===== src/rtl/sprite_plotter.sv =====
// sprite_plotter: expands one sprite position into a SIZE x SIZE square of
// pixel writes for the VGA adapter, one pixel per clock. A new job starts
// only when idle and only when the {undraw, x, y} tuple has changed since
// the last accepted job (or nothing has been accepted since reset).
// Optional feature macro: SPRITE_PLOTTER_CLEAR_ON_RESET_EN -- when defined,
// the whole screen is swept with BG_COLOUR after every reset.
//
// state | meaning
// IDLE  | waiting for a changed position tuple
// PLOT  | sweeping the SIZE x SIZE square, dx inner, dy outer
// CLEAR | full-screen erase after reset (feature macro only)
module sprite_plotter #(
    parameter int         SIZE      = 4,
    parameter logic [2:0] BG_COLOUR = 3'b000,
    parameter int         X_MAX     = 160,
    parameter int         Y_MAX     = 120
) (
    input  logic       clock,
    input  logic       reset_n,
    input  logic [7:0] x_in,
    input  logic [6:0] y_in,
    input  logic       undraw_in,
    input  logic [2:0] colour_in,
    output logic [7:0] vga_x,
    output logic [6:0] vga_y,
    output logic [2:0] vga_colour,
    output logic       vga_plot,
    output logic       busy
);

`ifdef SPRITE_PLOTTER_CLEAR_ON_RESET_EN
    typedef enum logic [1:0] {S_IDLE, S_PLOT, S_CLEAR} state_t;
    localparam state_t RESET_STATE = S_CLEAR;
`else
    typedef enum logic [1:0] {S_IDLE, S_PLOT} state_t;
    localparam state_t RESET_STATE = S_IDLE;
`endif

    localparam logic [3:0] D_LAST = 4'(SIZE - 1);
    localparam logic [8:0] X_LIM  = 9'(X_MAX);
    localparam logic [7:0] Y_LIM  = 8'(Y_MAX);

    state_t      state, state_next;
    logic [15:0] tuple_q;
    logic        valid_q;
    logic [7:0]  x0_q;
    logic [6:0]  y0_q;
    logic [2:0]  col_q;
    logic [3:0]  dx_q, dy_q;

    logic [15:0] tuple_in;
    logic        request;
    logic [8:0]  px;
    logic [7:0]  py;
    logic        pix_on;
    logic        last_pix;

    assign tuple_in = {undraw_in, x_in, y_in};
    assign request  = !valid_q || (tuple_in != tuple_q);
    assign px       = {1'b0, x0_q} + {5'b0, dx_q};
    assign py       = {1'b0, y0_q} + {4'b0, dy_q};
    assign pix_on   = (px < X_LIM) && (py < Y_LIM);
    assign last_pix = (dx_q == D_LAST) && (dy_q == D_LAST);

`ifdef SPRITE_PLOTTER_CLEAR_ON_RESET_EN
    localparam logic [7:0] CX_LAST = 8'(X_MAX - 1);
    localparam logic [6:0] CY_LAST = 7'(Y_MAX - 1);
    logic [7:0] cx_q;
    logic [6:0] cy_q;
    logic       clear_last;
    assign clear_last = (cx_q == CX_LAST) && (cy_q == CY_LAST);
`endif

    // next-state decision
    always_comb begin
        state_next = state;
        case (state)
            S_IDLE:  if (request) state_next = S_PLOT;
            S_PLOT:  if (last_pix) state_next = S_IDLE;
`ifdef SPRITE_PLOTTER_CLEAR_ON_RESET_EN
            S_CLEAR: if (clear_last) state_next = S_IDLE;
`endif
            default: state_next = S_IDLE;
        endcase
    end

    // state register, job latch, sweep counters and registered pixel outputs
    always_ff @(posedge clock) begin
        if (!reset_n) begin
            state      <= RESET_STATE;
            tuple_q    <= '0;
            valid_q    <= 1'b0;
            x0_q       <= '0;
            y0_q       <= '0;
            col_q      <= '0;
            dx_q       <= '0;
            dy_q       <= '0;
            vga_x      <= '0;
            vga_y      <= '0;
            vga_colour <= '0;
            vga_plot   <= 1'b0;
            busy       <= 1'b0;
`ifdef SPRITE_PLOTTER_CLEAR_ON_RESET_EN
            cx_q       <= '0;
            cy_q       <= '0;
`endif
        end else begin
            state <= state_next;
            case (state)
                S_IDLE: begin
                    vga_plot <= 1'b0;
                    busy     <= 1'b0;
                    if (request) begin
                        x0_q    <= x_in;
                        y0_q    <= y_in;
                        col_q   <= undraw_in ? BG_COLOUR : colour_in;
                        tuple_q <= tuple_in;
                        valid_q <= 1'b1;
                        dx_q    <= '0;
                        dy_q    <= '0;
                    end
                end
                S_PLOT: begin
                    vga_x      <= px[7:0];
                    vga_y      <= py[6:0];
                    vga_colour <= col_q;
                    vga_plot   <= pix_on;
                    busy       <= 1'b1;
                    if (dx_q == D_LAST) begin
                        dx_q <= '0;
                        dy_q <= dy_q + 4'd1;
                    end else begin
                        dx_q <= dx_q + 4'd1;
                    end
                end
`ifdef SPRITE_PLOTTER_CLEAR_ON_RESET_EN
                S_CLEAR: begin
                    vga_x      <= cx_q;
                    vga_y      <= cy_q;
                    vga_colour <= BG_COLOUR;
                    vga_plot   <= 1'b1;
                    busy       <= 1'b1;
                    if (cx_q == CX_LAST) begin
                        cx_q <= '0;
                        cy_q <= cy_q + 7'd1;
                    end else begin
                        cx_q <= cx_q + 8'd1;
                    end
                end
`endif
                default: begin
                    vga_plot <= 1'b0;
                    busy     <= 1'b0;
                end
            endcase
        end
    end

endmodule


===== config.mk =====
export PLATFORM = sky130hd
export DESIGN_NAME = sprite_plotter
export DESIGN_NICKNAME = d
export VERILOG_FILES = /design/src/rtl/sprite_plotter.sv
export SDC_FILE = /design/constraint.sdc
export NUM_CORES = 1
export LEC_CHECK = 0
export ABC_AREA = 1
export BUFFER_PORTS_ARGS = -buffer_cell sky130_fd_sc_hd__clkbuf_2
export CAP_MARGIN = 20
export CELL_PAD_IN_SITES_DETAIL_PLACEMENT = 1
export CELL_PAD_IN_SITES_GLOBAL_PLACEMENT = 1
export CORE_ASPECT_RATIO = 0.5
export CORE_MARGIN = 2
export CORE_UTILIZATION = 40
export CTS_BUF_LIST = sky130_fd_sc_hd__clkbuf_8 sky130_fd_sc_hd__clkbuf_16
export DETAILED_ROUTE_END_ITERATION = 8
export GPL_TIMING_DRIVEN = 0
export PLACE_DENSITY = 0.78
export SYNTH_ARGS = -nofsm -noshare
export SYNTH_HDL_FRONTEND = slang
export SYNTH_SLANG_ARGS = --single-unit

===== constraint.sdc =====
create_clock -name clock -period 2.5 [get_ports clock]
set_input_delay 0 -clock clock [delete_from_list [all_inputs] [get_ports clock]]
set_output_delay 0 -clock clock [all_outputs]
set_load 0.02 [all_outputs]

==> results of run 1 <==
==> stage by stage <==
stage          instance area, sq um  total power, uW    util
6_report                       3131             1858  0.5106
5_1_grt                        3131             1948  0.5106
4_1_cts                        3131             1873  0.5106
3_5_place_dp                   2880             1161  0.4698
3_3_place_gp                   2880             1145  0.4698
2_1_floorplan                  2570             1054       -
==> final cells by class <==
type,instances,area [sq um]
inverters,44,165.2
repair buffers,50,300.3
plain buffers,13,75.07
clock inverters,3,25.02
well taps,88,110.1
fillers,826,3000
clock buffers,5,125.1
multi-input cells,257,1349
flip-flops and latches,49,980.9
==> routing by layer <==
| metal | routed length, microns | vias to the layer above |
|---|---|---|
| met2 | 3529 | 53 |
| met3 | 372 | 8 |
| met1 | 3869 | 1227 |
| met5 | 0 | - |
| met4 | 70 | 0 |
| li1 | - | 1269 |
==> registers in the layout, summed over array words and instances, names as in the netlist <==
register	count
busy	1
col_q	3
dx_q	4
dy_q	4
state	1
tuple_q	16
valid_q	1
vga_colour	3
vga_plot	1
vga_x	8
vga_y	7
==> where the power goes <==
group          switching (uW)  internal (uW)
clock                     323            377
sequential               42.1            825
combinational             181            110
==> cells by family (layout without fill, tap and decap cells) <==
| group | Yosys count | after routing | synth area share |
|---|---|---|---|
| DFF | 49 | 49 | 0.3817 |
| adders and majority gates | 12 | 12 | 0.06427 |
| AOI/OAI and AO/OA | 65 | 65 | 0.1324 |
| xor gates and xnor gates | 15 | 15 | 0.05112 |
| buffers and inverters | 57 | 115 | 0.09348 |
| and+or+nand+nor | 165 | 165 | 0.2770 |
==> synth_stat cells, drive strengths merged <==
master / n
nand4: 6
xor2: 8
fa: 2
ha: 10
nand2: 64
xnor2: 7
dfxtp: 49
clkbuf: 8
o21a: 1
nand3b: 1
nor2: 75
o21bai: 1
nor3b: 1
a31oi: 1
a21oi: 20
o211ai: 1
inv: 44
o21ai: 40
a211oi: 1
buf: 5
nand3: 18
==> worst max-delay path: stages, from the launching register on <==
cell and delay [ns]:
dfxtp_1 0.42, ha_1 0.21, inv_1 0.06, fa_1 0.40, o21ai_0 0.37, xor2_1 0.23, nor2_1 0.17, nand2_1 0.07
o21bai_1 0.16, nor2_1 0.05
==> path summary, 6_finish.rpt <==
check / endpoint / slack, ns / depth (start not counted)
max: vga_plot$_SDFF_PN0_ / 0.27 / 9
min: tuple_q[8]$_SDFFE_PN0P_ / 0.003 / 3
max reg2reg: vga_plot$_SDFF_PN0_ / 0.27 / 9
min reg2reg: col_q[0]$_SDFFE_PN0P_ / 0.47 / 2
==> impl_metrics.csv, run 1 <==
group,metric,value,unit
status,run_status,"completed",
synth,synth.area.top_cells,"dfxtp_1 38%, nor2_1 10%, nand2_1 9.2%",
synth,synth_cell_type_count,30,
clocking,cts_tree,"built",
placed_design,io_buffers,40,
drt,post_route_drc_violation_count,0,
synth,post_synth.cell_area_avg,7.080,sq um
floorplanning,die_h,60.68,microns
timing,worst-slew-pin-transition,0.6167,ns
timing,skew_final,0.01227,ns
cells_and_area,finalNonFillerCells,509,
synth,postSynthNetCount,396,
grt,gr-usage-met2,0.4202,
clocking,cts_max_path_buffers,2,
floorplanning,floorplan.die.width,117.4,microns
timing,period_share,0.8922,
drt,detail_route.iter0.violations,96,
synth,synth-seq-area-share,0.3817,
timing,layout_setup_ws,0.2696,ns
synth,synth_seq_cells,49,
timing,setup_total_negative_slack,0,ns
clocking,clkLatencyLatePin,0.30,ns
setup_path,cp_data_required_time,2.68,ns
setup_path,startpoint_class_of_the_critical_path,"flop",
synth,synth_top_cell_by_area,"dfxtp_1",
cells_and_area,area_growth,21.81,%
placed_design,hpwl,6001,microns
drt,route.detailed.vias_per_inst,5.024,
drt,routed_wire_length_per_instance,15.40,microns
power,peak_vdd_ir,246.9,uV
grt,overflow,0,
timing,timing.final.hold_violations,0,
timing,maxSlewViolCount,0,
timing,max-slew-margin-rel,0.5889,
setup_path,crit-reg2reg-launch,"dy_q[0]$_SDFFE_PN0P_",
cells_and_area,layout.cells.most_common_list,"71 x nor2_1, 63 x nand2_1, 49 x dfxtp_1, 41 x inv_1, 41 x clkbuf_2",
cells_and_area,layout_commonest_cell,"nor2_1",
grt,global_route.usage.met1,0.2936,
grt,grt_use_total,0.2305,
grt,maximum_number_of_pins_on_one_net_before_global_route_repair,18,
floorplanning,io-pin-count,41,
drt,dr.pass1.iters,4,
drt,drt.antenna.violating_nets,0,
worst_hold_path,hp-start,"x_in[1]",
placed_design,dp_slack,0.2957,ns
cells_and_area,final_net_count,453,
cells_and_area,drive_above_1_share,0.1544,
grt,grt_pass1_vias,2583,
drt,vias,2557,
synth,synth.top_cell.area_share,0.3817,
synth,syn_area,2570,sq um
grt,gr-max-usage-layer,"met2",
timing,rsz0062_at_grt,"no",
timing,setup_viol,0,
drt,totalWireLength,7841,microns
clocking,cts_setup_buffers,0,
timing,min_period,2.230,ns
placed_design,placed_instances,491,
floorplanning,fp.coreArea,6131,sq um
grt,grt_pass1_wl,12470,microns
setup_path,crit_arrival,2.42,ns
placed_design,gp_congestion,0.8255,
setup_path,worstPathMaxFanout,5,
floorplanning,design.die.area,7121,sq um
clocking,ctsResizeCount,0,
timing,fmaxAchievable,0.4483,GHz
clocking,clock_tree.htree_level_count,2,
clocking,numCtsBuffers,5,
clocking,clock_sinks,49,
worst_hold_path,worst_min_delay_path_category,"in -> reg",
setup_path,setup.worst_path.start,"dy_q[0]$_SDFFE_PN0P_",
grt,grt_use_met3,0.04793,
clocking,clock_tree.root_cell,"clkbuf_16",
synth,netlist_instances,363,
grt,grt_antenna_before_repair,0,
setup_path,critPathCaptureType,"flop",
setup_path,worst-setup-path-type,"reg -> reg",
power,p_per_area,593.6,nW/um^2
timing,hold-worst-slack,0.003493,ns
synth,synth-warning-count,0,
cells_and_area,diodes,0,
floorplanning,start_util,0.4192,
flow_run,drv.max_cap_violation_count,0,
clocking,cts_hold_buf,10,
floorplanning,floorplan.rows,20,
clocking,clk_pin_slew_worst_paths,0.07,ns
power,power.static_leakage,0.001537,uW
Power figures use the tool's default switching activity.
==> run 2, diff against run 1 <==
--- a/config.mk
+++ b/config.mk
@@ -12,11 +12,11 @@
 export CELL_PAD_IN_SITES_GLOBAL_PLACEMENT = 1
 export CORE_ASPECT_RATIO = 0.5
 export CORE_MARGIN = 2
-export CORE_UTILIZATION = 40
+export CORE_UTILIZATION = 43
 export CTS_BUF_LIST = sky130_fd_sc_hd__clkbuf_8 sky130_fd_sc_hd__clkbuf_16
 export DETAILED_ROUTE_END_ITERATION = 8
 export GPL_TIMING_DRIVEN = 0
-export PLACE_DENSITY = 0.78
+export PLACE_DENSITY = 0.83
 export SYNTH_ARGS = -nofsm -noshare
 export SYNTH_HDL_FRONTEND = slang
 export SYNTH_SLANG_ARGS = --single-unit
==> constraint.sdc (replaced) <==
create_clock -name clock -period 2.6 [get_ports clock]
set_input_delay 0 -clock clock [delete_from_list [all_inputs] [get_ports clock]]
set_output_delay 0 -clock clock [all_outputs]
set_load 0.02 [all_outputs]
==> run 2 against run 1 <==
Largest power group unchanged; critical endpoint unchanged; clock power hardly changed; largest cell class unchanged; total power down 3.0%; the run now ends with hold timing left; via count is 0.43% lower.
==> impl_metrics.csv, run 2 (synthesis gave the netlist of run 1 again) <==
group,metric,value,unit
cells_and_area,area_growth,19.43,%
setup_path,r2r-end,"vga_plot$_SDFF_PN0_",
drt,detail_route.iter0.violations,164,
clocking,numCtsBuffers,5,
placed_design,dp_slack,0.3598,ns
drt,drt.antenna.violating_nets,0,
clocking,clk_pin_slew_worst_paths,0.07,ns
setup_path,path_cells,"ha_1 > inv_1 > fa_1 > o21ai_0 > nand4_1 > nand2_1 > nand2_1 > o21bai_1 > nor2_1",
setup_path,crit-reg2reg-launch,"dy_q[0]$_SDFFE_PN0P_",
drt,totalWireLength,7774,microns
clocking,cts_setup_buffers,0,
cells_and_area,fillers,732,
setup_path,crit_slowest_cell,"dfxtp_1",
timing,min_period,2.278,ns
grt,grt_antenna_before_repair,0,
power,p_per_area,587.1,nW/um^2
grt,overflow,0,
floorplanning,die_h,58.67,microns
timing,layout_setup_ws,0.3221,ns
setup_path,startpoint_class_of_the_critical_path,"flop",
status,violations,"hold timing",
timing,skew_final,0.008884,ns
cells_and_area,layout.cells.most_common_list,"71 x nor2_1, 63 x nand2_1, 49 x dfxtp_1, 41 x inv_1, 41 x clkbuf_2",
setup_path,slowest_delay,0.44,ns
timing,fmaxAchievable,0.4390,GHz
setup_path,reg2reg_setup_slack,0.32,ns
drt,vias,2546,
floorplanning,io-pin-count,41,
placed_design,gp_congestion,0.8234,
clocking,clock_tree.root_cell,"clkbuf_16",
worst_hold_path,worst_min_delay_path_category,"in -> reg",
cells_and_area,final_net_count,448,
timing,timing.final.hold_violations,1,
drt,route.detailed.vias_per_inst,5.207,
floorplanning,floorplan.rows,19,
cells_and_area,multi_input_area,1349,sq um
placed_design,io_buffers,40,
setup_path,crit_arrival,2.45,ns
status,run_status,"complete, but fails checks",
floorplanning,fp.coreArea,5634,sq um
cells_and_area,drive_above_1_share,0.1563,
drt,dr.pass1.iters,4,
power,power.static_leakage,0.001526,uW
grt,grt_pass1_vias,2598,
floorplanning,design.die.area,6649,sq um
clocking,clkLatencyLatePin,0.29,ns
grt,grt_use_total,0.2478,
grt,grt_pass1_wl,12690,microns
setup_path,critPathCaptureType,"flop",
worst_hold_path,hp-start,"y_in[3]",
timing,max-slew-margin-rel,0.5480,
worst_hold_path,hold_end,"tuple_q[3]$_SDFFE_PN0P_",
timing,maxSlewViolCount,0,
flow_run,drv.max_cap_violation_count,0,
cells_and_area,final-seq-area,980.9,sq um
setup_path,worstPathMaxFanout,5,
setup_path,worst-setup-path-type,"reg -> reg",
timing,period_share,0.8761,
floorplanning,start_util,0.4561,
setup_path,r2r.worst_path.cells,9,
cells_and_area,end_of_flow_core_utilization,0.5447,
timing,rsz0062_at_grt,"no",
clocking,cts_max_path_buffers,2,
floorplanning,floorplan.die.width,113.3,microns
grt,maximum_number_of_pins_on_one_net_before_global_route_repair,15,
timing,worst-slew-pin-transition,0.6780,ns
setup_path,buffer_and_inverter_count_on_the_worst_path,1,
setup_path,cp_data_required_time,2.77,ns
setup_path,setup.worst_path.start,"dy_q[0]$_SDFFE_PN0P_",
clocking,clock_tree.htree_level_count,2,
timing,setup_total_negative_slack,0,ns
cells_and_area,regMostFlops,"tuple_q",
cells_and_area,largest_reg_flops,16,
drt,routed_wire_length_per_instance,15.90,microns
cells_and_area,biggestRegsByFlops,"tuple_q (16), vga_x (8), vga_y (7)",
cells_and_area,layout_commonest_cell,"nor2_1",
clocking,clock_sinks,49,
drt,post_route_drc_violation_count,0,
timing,hold-worst-slack,-0.0002790,ns
setup_path,worstSetupPathDepth,9,
setup_path,path_delay_family,"compound AO/OA/AOI/OAI gates",
placed_design,hpwl,5635,microns
clocking,cts_tree,"built",
power,peak_vdd_ir,356.3,uV
worst_hold_path,hold_depth,3,
setup_path,cp_common_cell,"nand2_1",
cells_and_area,diodes,0,
timing,setup_viol,0,
[run 2: cell types whose count changed in the layout (fill, tap and decap cells not counted), sizes merged]
| cell | delta |
|---|---|
| inv | -1 |
| clkinvlp | -1 |
| clkbuf | +2 |
| dlygate4sd3 | -5 |
[run 2: how the worst max path moves through the flow]
stage / endpoint
global route: vga_plot$_SDFF_PN0_
detailed placement: vga_plot$_SDFF_PN0_
CTS: vga_plot$_SDFF_PN0_
floorplan: vga_y[6]$_SDFFE_PN0P_
global placement: vga_plot$_SDFF_PN0_
finish: vga_plot$_SDFF_PN0_
[run 2: per-stage QoR]
step / total power (uW) / cells / area [sq um] / hold WS [ns]
CTS: 1800 / 489 / 3069 / 0.005246
finish: 1802 / 489 / 3069 / -0.0002790
global placement: 1097 / 476 / 2861 / 0.2602
global route: 1885 / 489 / 3069 / 0.03263
floorplan: 1013 / 363 / 2570 / 0.1452
detailed placement: 1111 / 476 / 2861 / 0.2695
[run 2: layout make-up]
class                      count  share of cell area
sequential                    49              0.3196
tap                           73             0.02976
inverter                      44             0.05381
buffer                        13             0.02446
multi-input combinational    257              0.4395
timing repair buffer          45             0.08153
clock buffer                   7             0.04973
clock inverter                 1            0.001631
[run 2: worst min-delay path, delay by kind of cell]
kind	cells	cell delay, ns
buf+inv	1	0.11
compound gates	1	0.08
simple gates	1	0.07
[run 2: report_power, final]
part / internal [uW] / switching (uW)
Sequential: 794 / 39.2
Combinational: 99.8 / 171
Clock: 408 / 290
Total: 1300 / 500
[run 2: timing repair]
item / 4_1_cts / 5_1_grt
setup endpoints to repair: 0 / 0
endpoints found under the hold margin: 5 / 0
gates resized for setup: 0 / 0
hold buffers: 5 / 0
[run 2: metal layers]
layer,up-vias,track usage,routed length (microns)
met5,-,0,0
met4,0,0.06969,112
met3,12,0.03811,321
met2,60,0.4294,3542
met1,1220,0.3293,3797
li1,1254,-,-
